<file path="src/rtl/axis_tone_source.sv">
// AXI-Stream test-signal source: per sample tick emits one beat per channel carrying
// a LUT sine, LFSR noise or their saturated sum, tagged with the channel index on tuser.
module axis_tone_source #(
  parameter int unsigned DATA_W      = 24,
  parameter int unsigned NUM_CH      = 4,
  parameter int unsigned LUT_LEN     = 5,
  parameter logic [LUT_LEN*DATA_W-1:0] SINE_LUT =
    {24'h8643C8, 24'hB4C374, 24'h4B3C8C, 24'h79BC38, 24'h000000},
  parameter int unsigned LUT_STEP    = 2,
  parameter int unsigned CH_PHASE    = 1,
  parameter int unsigned RATE_DIV    = 2500,
  parameter int unsigned SINE_SHIFT  = 1,
  parameter int unsigned NOISE_SHIFT = 3,
  parameter logic [31:0] LFSR_SEED   = 32'hACE1_2468,
  localparam int unsigned CH_W       = (NUM_CH > 1) ? $clog2(NUM_CH) : 1
) (
  input  logic              s_axis_aclk,
  input  logic              s_axis_arst,
  input  logic              start,
  input  logic              stop,
  input  logic [1:0]        mode,
  input  logic [31:0]       sample_limit,
  output logic [DATA_W-1:0] m_axis_tdata,
  output logic              m_axis_tvalid,
  input  logic              m_axis_tready,
  output logic [CH_W-1:0]   m_axis_tuser,
  output logic              m_axis_tlast,
  output logic              busy,
  output logic              done,
  output logic [15:0]       overrun_cnt
);

  localparam int unsigned IDX_W  = (LUT_LEN > 1) ? $clog2(LUT_LEN) : 1;
  localparam int unsigned RCNT_W = (RATE_DIV > 1) ? $clog2(RATE_DIV) : 1;

  typedef enum logic [1:0] {StIdle, StRun, StSend, StDone} state_e;

  state_e              state_q, state_d;
  logic [RCNT_W-1:0]   rate_q;
  logic [IDX_W-1:0]    phase_q, idx_q;
  logic [CH_W-1:0]     ch_q;
  logic [31:0]         burst_q;
  logic [31:0]         lfsr_q;
  logic [1:0]          mode_q;
  logic                stop_seen_q;
  logic [15:0]         ovr_q;

  logic tick, accept, last_ch, restart;

  // Modular add by conditional subtract; both operands are below LUT_LEN.
  function automatic logic [IDX_W-1:0] idx_add(input logic [IDX_W-1:0] a, input int unsigned b);
    logic [IDX_W:0] s;
    s = {1'b0, a} + (IDX_W+1)'(b);
    if (s >= (IDX_W+1)'(LUT_LEN)) s = s - (IDX_W+1)'(LUT_LEN);
    return s[IDX_W-1:0];
  endfunction

  function automatic logic [31:0] lfsr_step(input logic [31:0] v);
    return v[0] ? ((v >> 1) ^ 32'h8020_0003) : (v >> 1);
  endfunction

  assign tick    = ((state_q == StRun) || (state_q == StSend)) &&
                   (rate_q == RCNT_W'(RATE_DIV - 1));
  assign accept  = (state_q == StSend) && m_axis_tready;
  assign last_ch = (ch_q == CH_W'(NUM_CH - 1));

  always_comb begin
    state_d = state_q;
    restart = 1'b0;
    case (state_q)
      StIdle, StDone: begin
        if (start && !stop) begin
          state_d = StRun;
          restart = 1'b1;
        end
      end
      StRun: begin
        if (stop)      state_d = StIdle;
        else if (tick) state_d = StSend;
      end
      StSend: begin
        if (accept && last_ch) begin
          if ((sample_limit != 32'd0) && (burst_q + 32'd1 == sample_limit)) state_d = StDone;
          else if (stop_seen_q || stop)                                    state_d = StIdle;
          else                                                             state_d = StRun;
        end
      end
      default: state_d = StIdle;
    endcase
  end

  always_ff @(posedge s_axis_aclk) begin
    if (s_axis_arst) begin
      state_q     <= StIdle;
      rate_q      <= '0;
      phase_q     <= '0;
      idx_q       <= '0;
      ch_q        <= '0;
      burst_q     <= '0;
      lfsr_q      <= LFSR_SEED;
      mode_q      <= '0;
      stop_seen_q <= 1'b0;
      ovr_q       <= '0;
    end else begin
      state_q <= state_d;
      if ((state_q == StRun) || (state_q == StSend)) begin
        rate_q <= tick ? '0 : rate_q + RCNT_W'(1);
      end
      if (restart) begin
        rate_q  <= '0;
        phase_q <= '0;
        burst_q <= '0;
      end
      if ((state_q == StRun) && (state_d == StSend)) begin
        mode_q <= mode;
        ch_q   <= '0;
        idx_q  <= phase_q;
      end
      // Stop seen mid-burst is held until the burst's last beat is accepted.
      stop_seen_q <= (state_d == StSend) && (stop_seen_q || ((state_q == StSend) && stop));
      if (accept) begin
        ch_q   <= ch_q + CH_W'(1);
        idx_q  <= idx_add(idx_q, CH_PHASE);
        lfsr_q <= lfsr_step(lfsr_q);
        if (last_ch) begin
          phase_q <= idx_add(phase_q, LUT_STEP);
          burst_q <= burst_q + 32'd1;
        end
      end
      if (tick && (state_q == StSend) && (ovr_q != 16'hFFFF)) begin
        ovr_q <= ovr_q + 16'd1;
      end
    end
  end

  logic signed [DATA_W-1:0] lut_entry, sine_term, noise_raw, noise_term, sat_sum, beat;
  logic        [DATA_W:0]   sum_ext;

  always_comb begin
    lut_entry  = SINE_LUT[idx_q*DATA_W +: DATA_W];
    sine_term  = lut_entry >>> SINE_SHIFT;
    noise_raw  = lfsr_q[DATA_W-1:0];
    noise_term = noise_raw >>> NOISE_SHIFT;
    sum_ext    = {sine_term[DATA_W-1], sine_term} + {noise_term[DATA_W-1], noise_term};
    if (sum_ext[DATA_W] != sum_ext[DATA_W-1]) begin
      sat_sum = sum_ext[DATA_W] ? {1'b1, {(DATA_W-1){1'b0}}} : {1'b0, {(DATA_W-1){1'b1}}};
    end else begin
      sat_sum = sum_ext[DATA_W-1:0];
    end
    beat = '0;
    case (mode_q)
      2'd1:    beat = sine_term;
      2'd2:    beat = noise_term;
      2'd3:    beat = sat_sum;
      default: beat = '0;
    endcase
  end

  always_comb begin
    m_axis_tvalid = (state_q == StSend);
    m_axis_tdata  = m_axis_tvalid ? beat : '0;
    m_axis_tuser  = m_axis_tvalid ? ch_q : '0;
    m_axis_tlast  = m_axis_tvalid && last_ch;
    busy          = (state_q == StRun) || (state_q == StSend);
    done          = (state_q == StDone);
    overrun_cnt   = ovr_q;
  end

endmodule

</file>
<file path="config.mk">
export PLATFORM = sky130hd
export DESIGN_NAME = axis_tone_source
export DESIGN_NICKNAME = d
export VERILOG_FILES = /design/src/rtl/axis_tone_source.sv
export SDC_FILE = /design/constraint.sdc
export NUM_CORES = 1
export LEC_CHECK = 0
export BUFFER_PORTS_ARGS = -buffer_cell sky130_fd_sc_hd__buf_4
export CAP_MARGIN = 20
export CORE_MARGIN = 2
export CORE_UTILIZATION = 42
export DETAILED_ROUTE_END_ITERATION = 7
export PLACE_DENSITY = 0.62
export SYNTH_ARGS = -nofsm -noshare
export SYNTH_HDL_FRONTEND = slang
export SYNTH_SLANG_ARGS = --single-unit
</file>
<file path="constraint.sdc">
create_clock -name s_axis_aclk -period 4.2 [get_ports s_axis_aclk]
set_input_delay 0.84 -clock s_axis_aclk [delete_from_list [all_inputs] [get_ports s_axis_aclk]]
set_output_delay 0.84 -clock s_axis_aclk [all_outputs]
set_load 0.02 [all_outputs]
</file>
# == Word-level counts from Yosys, hierarchy flattened ==
# Cells that the tools add are included.
# totals
regBits,105
latch_bits,0
mem_bits_rw,0
romBits,0
input_bits,39
elab_cells,84
n_memories,0
# op_classes
n_addsub,9
mul,1
div,0
magnitude_cmp,2
n_eq_ne,12
shift,1
mux,28
bitwise,1
n_reduce_logical,20
# op_table
cell,count
$mux W32,4
$shiftx A120 B9 Y24 const A,1
$mux W24,3
$pmux W24 S3,1
$add A32 B1 Y32 const B,1
$eq A32 B32 Y1,1
$reduce_bool A32 Y1,1
$add A23 B21 Y24,1
$mux W3,7
$add A16 B1 Y16 const B,1
$mux W2,8
$ne A16 B16 Y1 const B,1
$add A12 B1 Y12 const B,1
$eq A12 B12 Y1 const B,1
$eq A2 B2 Y1 const B,6
$mux W12,1
$logic_and A1 B1 Y1,11
$ge A4 B3 Y1 const B,2
$pmux W2 S3,1
$sub A3 B3 Y3 const B,2
$mul A3 B2 Y5 const B,1
$add A3 B1 Y4 const B,1
$add A3 B2 Y4 const B,1
$eq A2 B1 Y1 const B,2
other kinds (9),14

# == Depth between registers and ports, before layout ==
# Gate-level depths: netlist of the first run.
# logic_depth
word_depth,10
ltp_mapped,16

# == Worst setup path after synthesis of the first run ==
# Ideal clock, no wire load.
# synth_timing
path_type,register to output
startpoint,register idx_q[0]
endpoint,output port m_axis_tdata[21]
t_arrival_ns,3.821
setup_slack_ns,-0.461
path_stages_with_launch,17
cell_sequence,dfxtp_1 inv_1 ha_1 nand2b_1 nand2_1 fa_1 a21oi_1 o21bai_1 a2111oi_0 o21ai_0 o41a_1 nand2_1 o21ai_0 a211o_1 a21oi_1 xnor2_1 o21ai_0
# synth_between
elab_chain_cells,7
word_cells_on_any_way,8
cone_classes,1 x add/sub; 1 x mul; 1 x eq/ne; 1 x shift; 4 x mux
# synth_rtl
item,line_no,text
"start, declared",40,"logic [IDX_W-1:0] phase_q, idx_q;"
"start signal, assigned",117,idx_q <= phase_q;
"start signal, assigned",123,"idx_q <= idx_add(idx_q, CH_PHASE);"
$mul A3 B2 Y5 (*),140,lut_entry = SINE_LUT[idx_q*DATA_W +: DATA_W];
$shiftx A120 B9 Y24 (*),140,
$add A23 B21 Y24,144,"sum_ext = {sine_term[DATA_W-1], sine_term} + {noise_term[DATA_W-1], noise_term};"
$mux W24 / $ne A1 B1 Y1 (equally long branches),"146, 145",
$mux W24,145,if (sum_ext[DATA_W] != sum_ext[DATA_W-1]) begin
$pmux W24 S3 (*),151,case (mode_q)
$mux W24 (*),161,m_axis_tdata = m_axis_tvalid ? beat : '0;
"end, declared",23,"output logic [DATA_W-1:0] m_axis_tdata,"
# Mark *: on every way between the ends. The rest lies on a longest branch, timed or not.

# == Worst setup path after layout of the first run ==
# layout_timing
startpoint,register idx_q[1]
endpoint,output port m_axis_tdata[23]
# Same word-level chain as after synthesis.

==> results.md, run 1 <==
- The async set or reset register ratio after synthesis is 0.
- The power share of the sequential group is 0.499.
- The overall track demand over capacity in global routing is 0.228.
- The number of nets still failing antenna checks after routing is 0.
- After floorplanning, the core was sized to cover 0.0174 mm2.
- The diode insertion count for antenna repair is 0.
- The number of buffers inserted by hold repair at cts is 0.
- Port buffering added 84 buffers.
- The routed layout has 7506 vias.
- For the worst-skew pair, the clock arrives at the later sink with an insertion delay of 0.36 ns.
- The internal power contribution is between 0.001 and 0.0015 W.
- The flow ran to the end, but the final reports show violations.
- The maximum fanout along the worst path is 3.
- The compound-cell area share of the yosys netlist was 0.193.
- The layer flagged by global routing as most heavily used is met2.
- For this run the aggregate overflow at the end of global routing stands at 0.
- Power spread over the standard cell area amounts to around 220 mW/mm2.
- After routing, the total negative slack on setup checks comes to -0.533 ns.
- The data required time at the worst endpoint is ~3.4 ns.
- Before CTS, the worst setup slack after placement is -0.0204 ns.
- The final worst slack is -0.150 ns.
- Of the total power, combinational logic draws 0.079.
- The number of CTS-inserted buffers is 9.
- The wire length of the first global-routing pass is 33.9 mm.
- The number of buffers on the longest clock path is 2.
- The first routing iteration left between 400 and 500 violations.
- Counting flops and latches in the post-synthesis netlist gives 105.
- Of the total power, the clock network draws 0.422.
- The number of failing hold endpoints at the final stage is 0.
- At the worst endpoint, the arrival time is 3.51 ns.
- From synthesis to final layout, the design area changed by 23.7%.
- For this run, the number of Yosys warnings is 0.
- The initial utilization of the core area, before any placement, comes to 0.430.
- After filler insertion, the fill cell instance count of the layout stands at 1670.
- The met2 routing resource usage after global routing is 0.384.
- The met3 usage is 0.0272.
- The predominant post-synthesis flop cell is dfxtp_1.
- Summing all flip-flop and latch instances after layout gives 0.00211 mm2.
- The clock tree synthesis step divided the H-tree into 3 levels.
- For this design the total switching power over the nets is 0.000532 W.
- The worst stage delay on the critical path is 0.35 ns.
- The pin count of the biggest net entering global routing is 41.
- Counting every sink on the clock net gives between 100 and 150.
- The count of endpoints failing setup in the final report is 5.
- The final RePlAce weighted congestion is 0.913.
- After layout, the minimum clock period comes to 4.35 ns.
- The top cell types in the final layout, fill and taps aside, are buf_4, nand2_1, dfxtp_1.
- Summing every instance area after synthesis gives 0.00746 mm2.
- The adder-cell share of the synthesized area is 0.0657.
- The final reports fail on negative setup slack.
- The cell leakage power is 3.62 nW.
- Across the VDD grid, the largest voltage drop is 0.000199 V.
- The count of different cell masters after synthesis is 71.
- After clock tree synthesis, the clock-pin slew on the worst setup and hold paths is 0.08 ns.
- Across the routed clock network, the largest skew measured is 0.0107 ns.
- Setup repair after global routing could not meet its margin everywhere.
- The count of maximum capacitance violations is 0.
- The number of antenna violations at the first check in global routing is 0.
- The root buffer selected by CTS is clkbuf_16.
- From left edge to right edge, the die measures 137 um.
- The wire length reported by the detailed router is around 22 mm.
- Dividing the final minimum period by the clock period gives 1.04.
- The relative slew slack is 0.362.
- Of the total synthesized cell area, the portion taken by AND, OR, NAND and NOR gates is 0.278.
- The floorplan row count is 48.
- The met1 usage in global routing is 0.308.
- The fraction of final layout cells sized beyond drive strength 1 is 0.213.
- The maximum operating frequency is 0.230 GHz.
- The area enclosed by the die boundary is 0.0188 mm2.
- The number of slew-limit violations in the final report is 0.
- Leaving out fill and tap cells, the most frequent cell in the layout is buf_4.
- The tightest min-delay check is of the flip-flop to flip-flop type.
- The switching part of the total power is 0.264.
- The part of the Yosys area used for sequential elements is 0.282.
- In the final layout, the multi-input gates occupy 0.00534 mm2.
- The TritonCTS clock tree is yes.
- A synthesized cell averages around 7.6 um2.
- The detail-routed net length per standard cell is 16.6 um.
- The kind of critical path is flip-flop to output port.
- Pin placement for this block handled between 80 and 90 I/O pins.
- The die is between 100 and 150 um tall.
- The cell type of the slowest stage on the worst timing path is dfxtp_2.
- Synthesis handed over a netlist of between 900 and 1000 instances.
- The post-detailed-placement half-perimeter wirelength is roughly 16 mm.
- STA classifies the critical path endpoint as an output port.
- Using the TritonRoute via totals, the vias-per-cell ratio works out to 5.71.
- The number of global-route vias before repair is 6538.
- At the pin with the least slew margin, the transition time is 0.954 ns.
- Traced cell by cell, the critical path runs through inv_4 > ha_4 > nand2b_4 > nand2_4 > fa_2 > a21oi_2 > o21bai_2 > a2111oi_4 > o21ai_2 > o41a_1 > nand2_1 > o21ai_2 > a211o_1 > a21oi_2 > o21ai_1 > o311ai_1 > buf_4.
- The DRC violation count after routing is 0.
- The area share of xor/xnor cells in the synthesized design is 0.103.
- After synthesis, the largest family of logic cells by area is simple AND/OR/NAND/NOR gates.
- The final layout contains 1162 nets.
- Yosys mapped a number of flops with a built-in enable equal to 0.
- The first detailed-routing pass ran for 5 iterations.
- The setup check on the worst reg-to-reg path leaves a slack of 0.49 ns.
- Of the post-synthesis cell area, the part taken by muxes is 0.0344.
- Synthesis produced a netlist with a net count of 1063.
- The nature of the critical path startpoint is a flip-flop.
-- final cells by class --
class,instances,area share
repair buffers,141,0.118
clock inverters,7,0.00786
flip-flops and latches,105,0.228
multi-input cells,799,0.579
inverters,29,0.0123
clock buffers,9,0.0244
well taps,225,0.0305
-- metrics by stage --
stage                     utilization  power (W)  cells  cell area, um2  hold slack (ns)
final                           0.532    0.00201   1315            9230            0.456
after global routing            0.532    0.00208   1315            9230            0.473
after CTS                       0.517    0.00204   1306            8970            0.459
after detailed placement        0.488    0.00119   1282            8470            0.448
after global placement          0.488    0.00119   1282            8470            0.446
after floorplan                     -    0.00111    986            7480            0.432
-- final timing paths --
path	end	from	depth (start not counted)
worst max-delay path	m_axis_tdata[23]	idx_q[1]	17
worst min-delay path	lfsr_q[30]	lfsr_q[31]	2
worst max register to register	idx_q[2]	burst_q[0]	12
worst min register to register	lfsr_q[30]	lfsr_q[31]	2
-- sequential cells by signal, indices dropped and copies added (netlist names) --
| register | flops |
|---|---|
| burst_q | 32 |
| lfsr_q | 32 |
| overrun_cnt | 16 |
| rate_q | 12 |
| idx_q | 3 |
| phase_q | 3 |
| ch_q | 2 |
| mode_q | 2 |
| state_q | 2 |
| stop_seen_q | 1 |
-- routing by layer --
metal  share of wire  routed length, um  vias to the layer above
li1                -                  -                     3721
met1            0.47              10200                     3552
met2            0.47              10300                      210
met3           0.047               1020                       23
met4           0.014                306                        0
met5               0                  0                        -
-- power groups by stage --
| stage | clock network [W] | registers, W | logic (W) |
|---|---|---|---|
| finish | 0.000850 | 0.00100 | 0.000160 |
| floorplan | 0 | 0.00103 | 0.0000850 |
| global route | 0.000904 | 0.00101 | 0.000173 |
| detailed placement | 0 | 0.00103 | 0.000159 |
| CTS | 0.000876 | 0.00100 | 0.000160 |
| global placement | 0 | 0.00103 | 0.000159 |
-- worst max-delay path, delay by kind of cell (launching register included) --
family                   cells  cell delay, ns
adder cells (fa/ha/maj)      2            0.60
buffers and inverters        2            0.24
AO/OA/AOI/OAI               10            1.74
AND/OR/NAND/NOR              3            0.22
flip-flops                   1            0.35
-- cell families after synthesis --
| logic type | count (synthesis) |
|---|---|
| buffers and inverters | 82 |
| AND/OR/NAND/NOR | 415 |
| AO/OA/AOI/OAI | 236 |
| multiplexers | 24 |
| XOR/XNOR | 86 |
| flip-flops | 105 |
| adder cells (fa/ha/maj) | 38 |
-- repair_timing --
item	in CTS	in global routing
setup buffers	8	11
gates resized for setup	37	39
setup endpoints to repair	12	12
pin swaps	22	29
-- Yosys cell counts, types with 7 or more instances --
cell type | n | area [um2]
nand2_1 | 133 | 499
and2_1 | 10 | 62.6
and4_1 | 10 | 87.6
dfxtp_1 | 105 | 2100
o211ai_1 | 7 | 52.6
nand3_1 | 44 | 220
nor3_1 | 19 | 95.1
a21oi_1 | 85 | 425
inv_1 | 29 | 109
mux2i_1 | 11 | 110
clkbuf_1 | 38 | 143
nor4_1 | 14 | 87.6
ha_1 | 36 | 450
nor2_1 | 87 | 327
buf_2 | 11 | 55.1
xnor2_1 | 49 | 429
o21ai_0 | 61 | 305
a21o_1 | 8 | 60.1
nor2b_1 | 18 | 113
xor2_1 | 36 | 315
a31oi_1 | 14 | 87.6
and3_1 | 23 | 144
mux2_2 | 13 | 146
nand4_1 | 21 | 131
No activity file was read; power rests on OpenSTA's default activity.
==> inputs of run 2 (changes only) <==
--- a/config.mk
+++ b/config.mk
@@ -8,9 +8,10 @@
 export BUFFER_PORTS_ARGS = -buffer_cell sky130_fd_sc_hd__buf_4
 export CAP_MARGIN = 20
 export CORE_MARGIN = 2
-export CORE_UTILIZATION = 42
+export CORE_UTILIZATION = 35
 export DETAILED_ROUTE_END_ITERATION = 7
-export PLACE_DENSITY = 0.62
+export PLACE_DENSITY = 0.53
+export SETUP_SLACK_MARGIN = 0.02
 export SYNTH_ARGS = -nofsm -noshare
 export SYNTH_HDL_FRONTEND = slang
 export SYNTH_SLANG_ARGS = --single-unit
==> run 2 against run 1 <==
The run still ends with negative setup slack left. Final area down 0.53%. Worst setup slack worse by 0.067 ns. Final cell count up 3.4%. Core utilization down 9.4 points. Hold slack worse by 0.0022 ns. Sequential power about the same.
==> results.md, run 2 (synthesized netlist as in run 1, its figures left out) <==
- The count of maximum capacitance violations is 0 (unchanged).
- The post-detailed-placement half-perimeter wirelength is 16.1 mm (+3.2%).
- The clock period minus worst slack came to 4.42 ns (+0.0670 ns).
- The number of failing hold endpoints at the final stage is 0 (unchanged).
- The worst-case vdd ir drop was 0.000193 V (-3.1%).
- The width of the die is 150 um (+9.3%).
- The pin count of the biggest net entering global routing is 36 (-12%).
- The number of cells on the worst hold path came to 2 (unchanged).
- The number of buffers inserted by hold repair at cts is 0 (unchanged).
- The measured slew at the worst slew-check pin is 0.830 ns (-0.124 ns).
- The number of antenna violations at the first check in global routing is 0 (unchanged).
- The worst stage delay on the critical path is 0.39 ns (+0.04 ns).
- The via count was 7328 (-2.4%).
- The critical path goes through inv_2 > ha_4 > nand2b_4 > nand2_4 > fa_2 > a21oi_2 > o21bai_2 > a2111oi_2 > o21ai_1 > o41a_1 > nand2_1 > o21ai_2 > a211o_1 > a21oi_2 > o21ai_1 > o311ai_1 > buf_4.
- The instance area at placement came to 0.00855 mm2 (+0.94%).
- The worst hold slack is 0.454 ns (-0.00216 ns).
- The number of port buffers is 84 (unchanged).
- The placeable core region is 0.0210 mm2 (+21%).
- The flow ran to the end, but the final reports show violations.
- The number of buffers on the longest clock path came to 2 (unchanged).
- The area enclosed by the die boundary was 0.0225 mm2 (+19%).
- The post-layout total power is 0.00204 W (+1.4%).
- The number of iterations in the first detailed-routing pass is 6 (+1).
- The depth of the critical timing path with buffers and inverters included came to 17 (unchanged).
- The vertical die dimension was 150 um (+9.3%).
- The DRC violation count after routing is 0 (unchanged).
- The cell leakage power is 3.59 nW (-1.0%).
- The cell total after placement was 1334 (+4.1%).
- The ratio of final minimum period to clock period came to 1.05 (+0.0159).
- The clock sink count is 105 (unchanged).
- The detail-routed net length per standard cell is 16.0 um (-3.5%).
- The final net count is 1158 (-0.34%).
- The number of vias per cell was 5.39 (-5.6%).
- The total power per unit cell area is 222 mW/mm2 (+1.9%).
- The final RePlAce weighted congestion was 0.912 (about the same).
- The slowest stage of the critical path belongs to the cell fa_2.
- In this run the worst hold path is classified as flip-flop to flip-flop.
- The number of nets still failing antenna checks after routing is 0 (unchanged).
- The power share of the sequential group is 0.492 (-0.007).
- The nature of the critical path startpoint is a flip-flop.
- The total congestion overflow is 0 (unchanged).
- The overall track demand over capacity in global routing is 0.194 (-0.0348).
- The relative slew slack was 0.443 (+0.0802).
- The wire length reported by the detailed router is 21.8 mm (-0.22%).
- The fraction of final layout cells sized beyond drive strength 1 came to 0.206 (-0.00639).
- The non-filler instance count after layout is 1360 (+3.4%).
- The number of slew-limit violations in the final report was 0 (unchanged).
- The path depth of the worst reg2reg path is 12 (unchanged).
- The maximum operating frequency is 0.226 GHz (-1.5%).
- The floorplan row count was 53 (+10%).
- The effective utilization at floorplan came to 0.356 (-0.0738).
- The clock transition at the register clock pins on the worst setup and hold paths after CTS is 0.08 ns (about the same).
- The top cell types in the final layout, fill and taps aside, are buf_4, nand2_1, dfxtp_1.
- The largest clock skew in the final design is 0.0139 ns (+0.00319 ns).
- The sort of element at the end of the critical path is an output port.
- The cell area after layout is 0.00918 mm2 (-0.53%).
- The data required time at the worst endpoint is 3.36 ns (about the same).
- The number of CTS-inserted buffers came to 9 (unchanged).
- The checks that failed: negative setup slack.
- The switching part of the total power is 0.251 (-0.0136).
- The number of design-rule violations left by the first detailed-router iteration is 315 (-34%).
- The number of global-route vias before repair is 6645 (+1.6%).
- The count of buffer and inverter cells on the critical path is 2 (unchanged).
- The clock latency on the worst-skew pair is 0.36 ns (about the same).
- The wire length of the first global-routing pass is 34.8 mm (+2.7%).
- The diode insertion count for antenna repair is 0 (unchanged).
- The count of endpoints failing setup in the final report is 6 (+1).
- The count of boundary I/O pins was 85 (unchanged).
- The internal power contribution is 0.00153 W (+3.2%).
- The number of levels the H-tree was split into came to 3 (unchanged).
- The commonest non-fill, non-tap cell in the layout is buf_4.
- The kind of critical path is flip-flop to output port.
- The worst endpoint data arrival time is 3.58 ns (+0.07 ns).
- The maximum fanout along the worst path was 3 (unchanged).
- The relative area change from synthesis to final layout is 23.0%.
- The clock network fraction of total power was 0.431 (+0.009).
- Setup repair after global routing could not meet its margin everywhere.
- The TritonCTS clock tree is yes.
- In this run the clock root is driven by a clkbuf_16.
- The final worst slack is -0.217 ns (-0.0670 ns).
- The setup slack at placement is -0.0571 ns (-0.0366 ns).
- The largest delay contributor family on the critical path is compound AO/OA/AOI/OAI gates.
- The switching power of the nets is 0.000512 W (-3.9%).
- The combinational group share of total power is 0.077 (-0.002).
## run 2: power groups by stage
stage               clock [W]  sequential [W]  combinational (W)
finish               0.000880         0.00100           0.000157
global route         0.000939         0.00101           0.000173
detailed placement          0         0.00103           0.000157
global placement            0         0.00103           0.000157
floorplan                   0         0.00103          0.0000850
CTS                  0.000904         0.00100           0.000157
## run 2: per-stage QoR
step                utilization  TNS (ns)
floorplan                     -         0
global placement          0.408   -0.0770
detailed placement        0.408    -0.113
CTS                       0.427     -1.16
global route              0.438     -1.42
finish                    0.438    -0.814
## run 2: layout make-up
cell class	count	area, um2
sequential	105	2100
fill	2182	11800
clock inverter	6	75.1
timing repair buffer	137	1040
clock buffer	9	225
multi-input combinational	799	5280
inverter	29	111
tap	275	344
## run 2: worst paths after layout
path,startpoint,end,slack [ns]
hold / removal,lfsr_q[29],lfsr_q[28],0.45
setup / recovery,idx_q[0],m_axis_tdata[23],-0.22
setup reg to reg,burst_q[1],idx_q[2],0.43
hold reg to reg,lfsr_q[29],lfsr_q[28],0.45
## run 2: worst register-to-register path, stage by stage (launching register included)
cell and delay, ns:
dfxtp_1 0.41, ha_1 0.24, and2_1 0.40, nand4_4 0.27, nor3_2 0.34, xnor2_1 0.12, or4_1 0.60, nor4b_2 0.34
nand4_1 0.28, nand2_2 0.17, a21oi_4 0.14, mux2i_1 0.16, a211oi_1 0.22
## run 2: routing by layer
layer | track usage | wire length, um | vias to the layer above
met4 | 0.0632 | 483 | 0
met3 | 0.0204 | 917 | 30
met2 | 0.312 | 9880 | 163
met1 | 0.270 | 10500 | 3417
met5 | 0 | 0 | -
li1 | - | - | 3718
## run 2: timing repair
| item | in CTS | in global routing |
|---|---|---|
| pin swaps | 18 | 27 |
| endpoints found under the setup margin | 12 | 15 |
| endpoints found under the hold margin | 0 | 0 |
| buffers inserted | 4 | 8 |
| resized for setup | 25 | 35 |
==> inputs of run 3 (changes only) <==
--- a/config.mk
+++ b/config.mk
@@ -7,6 +7,7 @@
 export LEC_CHECK = 0
 export BUFFER_PORTS_ARGS = -buffer_cell sky130_fd_sc_hd__buf_4
 export CAP_MARGIN = 20
+export CORE_ASPECT_RATIO = 1.5
 export CORE_MARGIN = 2
 export CORE_UTILIZATION = 35
 export DETAILED_ROUTE_END_ITERATION = 7
==> run 3 against run 2 <==
The flow still finishes with violations (negative setup slack). Worst setup slack worse by 0.051 ns. Final cell count about the same. Final area up 1.9%. Highest routed layer unchanged. Die area up 0.11%. Largest power group unchanged. Clock-buffer cell count unchanged. Power up 0.12%. Register-to-register slack better by 0.12 ns. Core utilization up 0.75 points. Sequential share of layout area down 0.40 points.
==> results.md, run 3 (synthesized netlist as in run 1, its figures left out) <==
- The final worst slack came to -0.268 ns (-0.0511 ns).
- The width of the die came to 123 um (-18%).
- The met2 routing resource usage after global routing is 0.368 (+0.0565).
- The relative slew slack is 0.374 (-0.0691).
- The worst stage delay on the critical path is 0.39 ns (about the same).
- In this design, the critical path's most frequently occurring cell is o21ai_2.
- The data required time at the worst endpoint is 3.36 ns (about the same).
- The worst setup path is captured at an output port.
- The number of port buffers is 84 (unchanged).
- The startpoint identified for the worst register-to-register timing path is burst_q[0].
- The number of buffers inserted by hold repair at cts is 0 (unchanged).
- The number of iterations in the first detailed-routing pass was 5 (-1).
- The final reports fail on negative setup slack.
- met2 is the most crowded layer.
- The met3 usage came to 0.0183 (-0.00208).
- The placeable core region is 0.0210 mm2 (+0.13%).
- The relative area change from synthesis to final layout is 25.3%.
- The count of endpoints failing setup in the final report came to 6 (unchanged).
- The floorplan row count came to 65 (+23%).
- The number of levels the H-tree was split into was 3 (unchanged).
- The post-layout total power was 0.00204 W (+0.12%).
- The cell leakage power is 3.65 nW (+1.8%).
- The clock period minus worst slack is 4.47 ns (+0.0511 ns).
- The share of the core filled with cells is 0.446 (+0.00754).
- The via count was 7421 (+1.3%).
- The non-filler instance count after layout was 1361 (+0.074%).
- The final RePlAce weighted congestion was 0.900 (-1.3%).
- The maximum fanout along the worst path is 2 (-1).
- The DRC violation count after routing is 0 (unchanged).
- The number of nets still failing antenna checks after routing was 0 (unchanged).
- The pin count of the biggest net entering global routing is 46 (+28%).
- The cell type of the slowest stage on the worst timing path is o41a_1.
- The startpoint identified for the worst hold timing path is lfsr_q[31].
- The worst-case vdd ir drop is 0.000159 V (-17%).
- The number of failing hold endpoints at the final stage is 0 (unchanged).
- The root buffer selected by CTS is clkbuf_16.
- The count of boundary I/O pins is 85 (unchanged).
- The nature of the critical path startpoint is a flip-flop.
- The total congestion overflow is 0 (unchanged).
- TritonCTS built the clock tree.
- The maximum operating frequency is 0.224 GHz (-1.1%).
- The post-detailed-placement half-perimeter wirelength is 17.0 mm (+5.2%).
- The number of vias per cell is 5.45 (+1.2%).
- The diode insertion count for antenna repair is 0 (unchanged).
- The setup slack at placement came to -0.117 ns (-0.0601 ns).
- The number of design-rule violations left by the first detailed-router iteration is 344 (+9.2%).
- The ratio of final minimum period to clock period is 1.06 (+0.0122).
- The cell total after placement is 1331 (-0.22%).
- The area enclosed by the die boundary was 0.0225 mm2 (+0.11%).
- The critical path starts at idx_q[1].
- The clock latency on the worst-skew pair is 0.36 ns (about the same).
- The vertical die dimension is 183 um (+22%).
- The number of buffers on the longest clock path is 2 (unchanged).
- Setup repair after global routing could not meet its margin everywhere.
- The kind of critical path is flip-flop to output port.
- The met1 usage in global routing is 0.241 (-0.0292).
- The largest delay contributor family on the critical path is compound AO/OA/AOI/OAI gates.
- The path category of the worst min-delay check is flip-flop to flip-flop.
- The measured slew at the worst slew-check pin came to 0.933 ns (+0.103 ns).
- The final net count is 1165 (+0.60%).
- The wire length reported by the detailed router was 22.6 mm (+3.8%).
- The number of CTS-inserted buffers is 9 (unchanged).
- The worst endpoint data arrival time was 3.63 ns (+0.05 ns).
- The number of antenna violations at the first check in global routing is 0 (unchanged).
- The run finished, with violations left.
- The clock sink count is 105 (unchanged).
- The instance area at placement is 0.00857 mm2 (+0.25%).
- The top cell types in the final layout, fill and taps aside, are buf_4, nand2_1, dfxtp_1.
- The effective utilization at floorplan is 0.356 (-0.000467).
- The fraction of final layout cells sized beyond drive strength 1 is 0.218 (+0.0113).
- The wire length of the first global-routing pass is 37.0 mm (+6.3%).
- The count of buffer and inverter cells on the critical path was 2 (unchanged).
- The clock transition at the register clock pins on the worst setup and hold paths after CTS is 0.09 ns (about the same).
- The number of slew-limit violations in the final report is 0 (unchanged).
- The commonest non-fill, non-tap cell in the layout is buf_4.
- Walking the worst path, the cells encountered are inv_2 > ha_4 > nand2b_4 > nand2_4 > fa_2 > a21oi_2 > o21bai_2 > a2111oi_4 > o21ai_2 > o41a_1 > nand2_1 > o21ai_2 > a211o_1 > a21oi_4 > o21ai_1 > o311ai_1 > buf_4.
- The number of global-route vias before repair was 7271 (+9.4%).
- The largest clock skew in the final design is 0.0180 ns (+0.00413 ns).
- The overall track demand over capacity in global routing is 0.204 (+0.0103).
- The count of maximum capacitance violations is 0 (unchanged).
- The cell area after layout was 0.00935 mm2 (+1.9%).
- The total power per unit cell area was 219 mW/mm2 (-1.7%).
- The detail-routed net length per standard cell is 16.6 um (+3.7%).
## run 3: per-stage QoR
stage               hold slack [ns]  setup TNS, ns
finish                        0.448          -1.19
CTS                           0.454          -1.97
global route                  0.480          -2.30
floorplan                     0.432              0
global placement              0.439         -0.282
detailed placement            0.445         -0.316
## run 3: worst reg2reg max path, delay by kind of cell, from the launching register on
family	cells	cell delay, ns
AND/OR/NAND/NOR	7	2.18
XOR/XNOR	1	0.14
multiplexers	1	0.15
adder cells (fa/ha/maj)	1	0.26
AO/OA/AOI/OAI	2	0.37
flip-flops	1	0.47
## run 3: layout make-up
| class | count | area [um2] |
|---|---|---|
| Clock inverter | 7 | 88.8 |
| Multi-Input combinational cell | 799 | 5350 |
| Fill cell | 2174 | 11600 |
| Inverter | 29 | 111 |
| Tap cell | 268 | 335 |
| Sequential cell | 105 | 2110 |
| Timing Repair Buffer | 144 | 1130 |
| Clock buffer | 9 | 225 |
## run 3: what timing repair did
item | in CTS | in global routing
setup endpoints to repair | 12 | 15
resized for setup | 45 | 33
pin swaps | 25 | 29
setup buffers | 10 | 7
## run 3: where the power goes
part / switching, W / leakage, nW / internal, W
clock: 0.000447 / 0.153 / 0.000431
combinational: 0.0000972 / 2.65 / 0.0000634
sequential: 0.00000593 / 0.848 / 0.000998
## run 3: worst paths after layout
path                            depth (start not counted)               end  slack [ns]
worst min-delay path                                    2        lfsr_q[30]        0.45
worst min register to register                          2        lfsr_q[30]        0.45
worst max register to register                         12          idx_q[2]        0.55
worst max-delay path                                   17  m_axis_tdata[23]       -0.27
## run 3: routing by layer
layer / up-vias / routed length (um)
met1: 3472 / 9370
met5: - / 0
li1: 3742 / -
met4: 0 / 912
met2: 154 / 11700
met3: 53 / 610
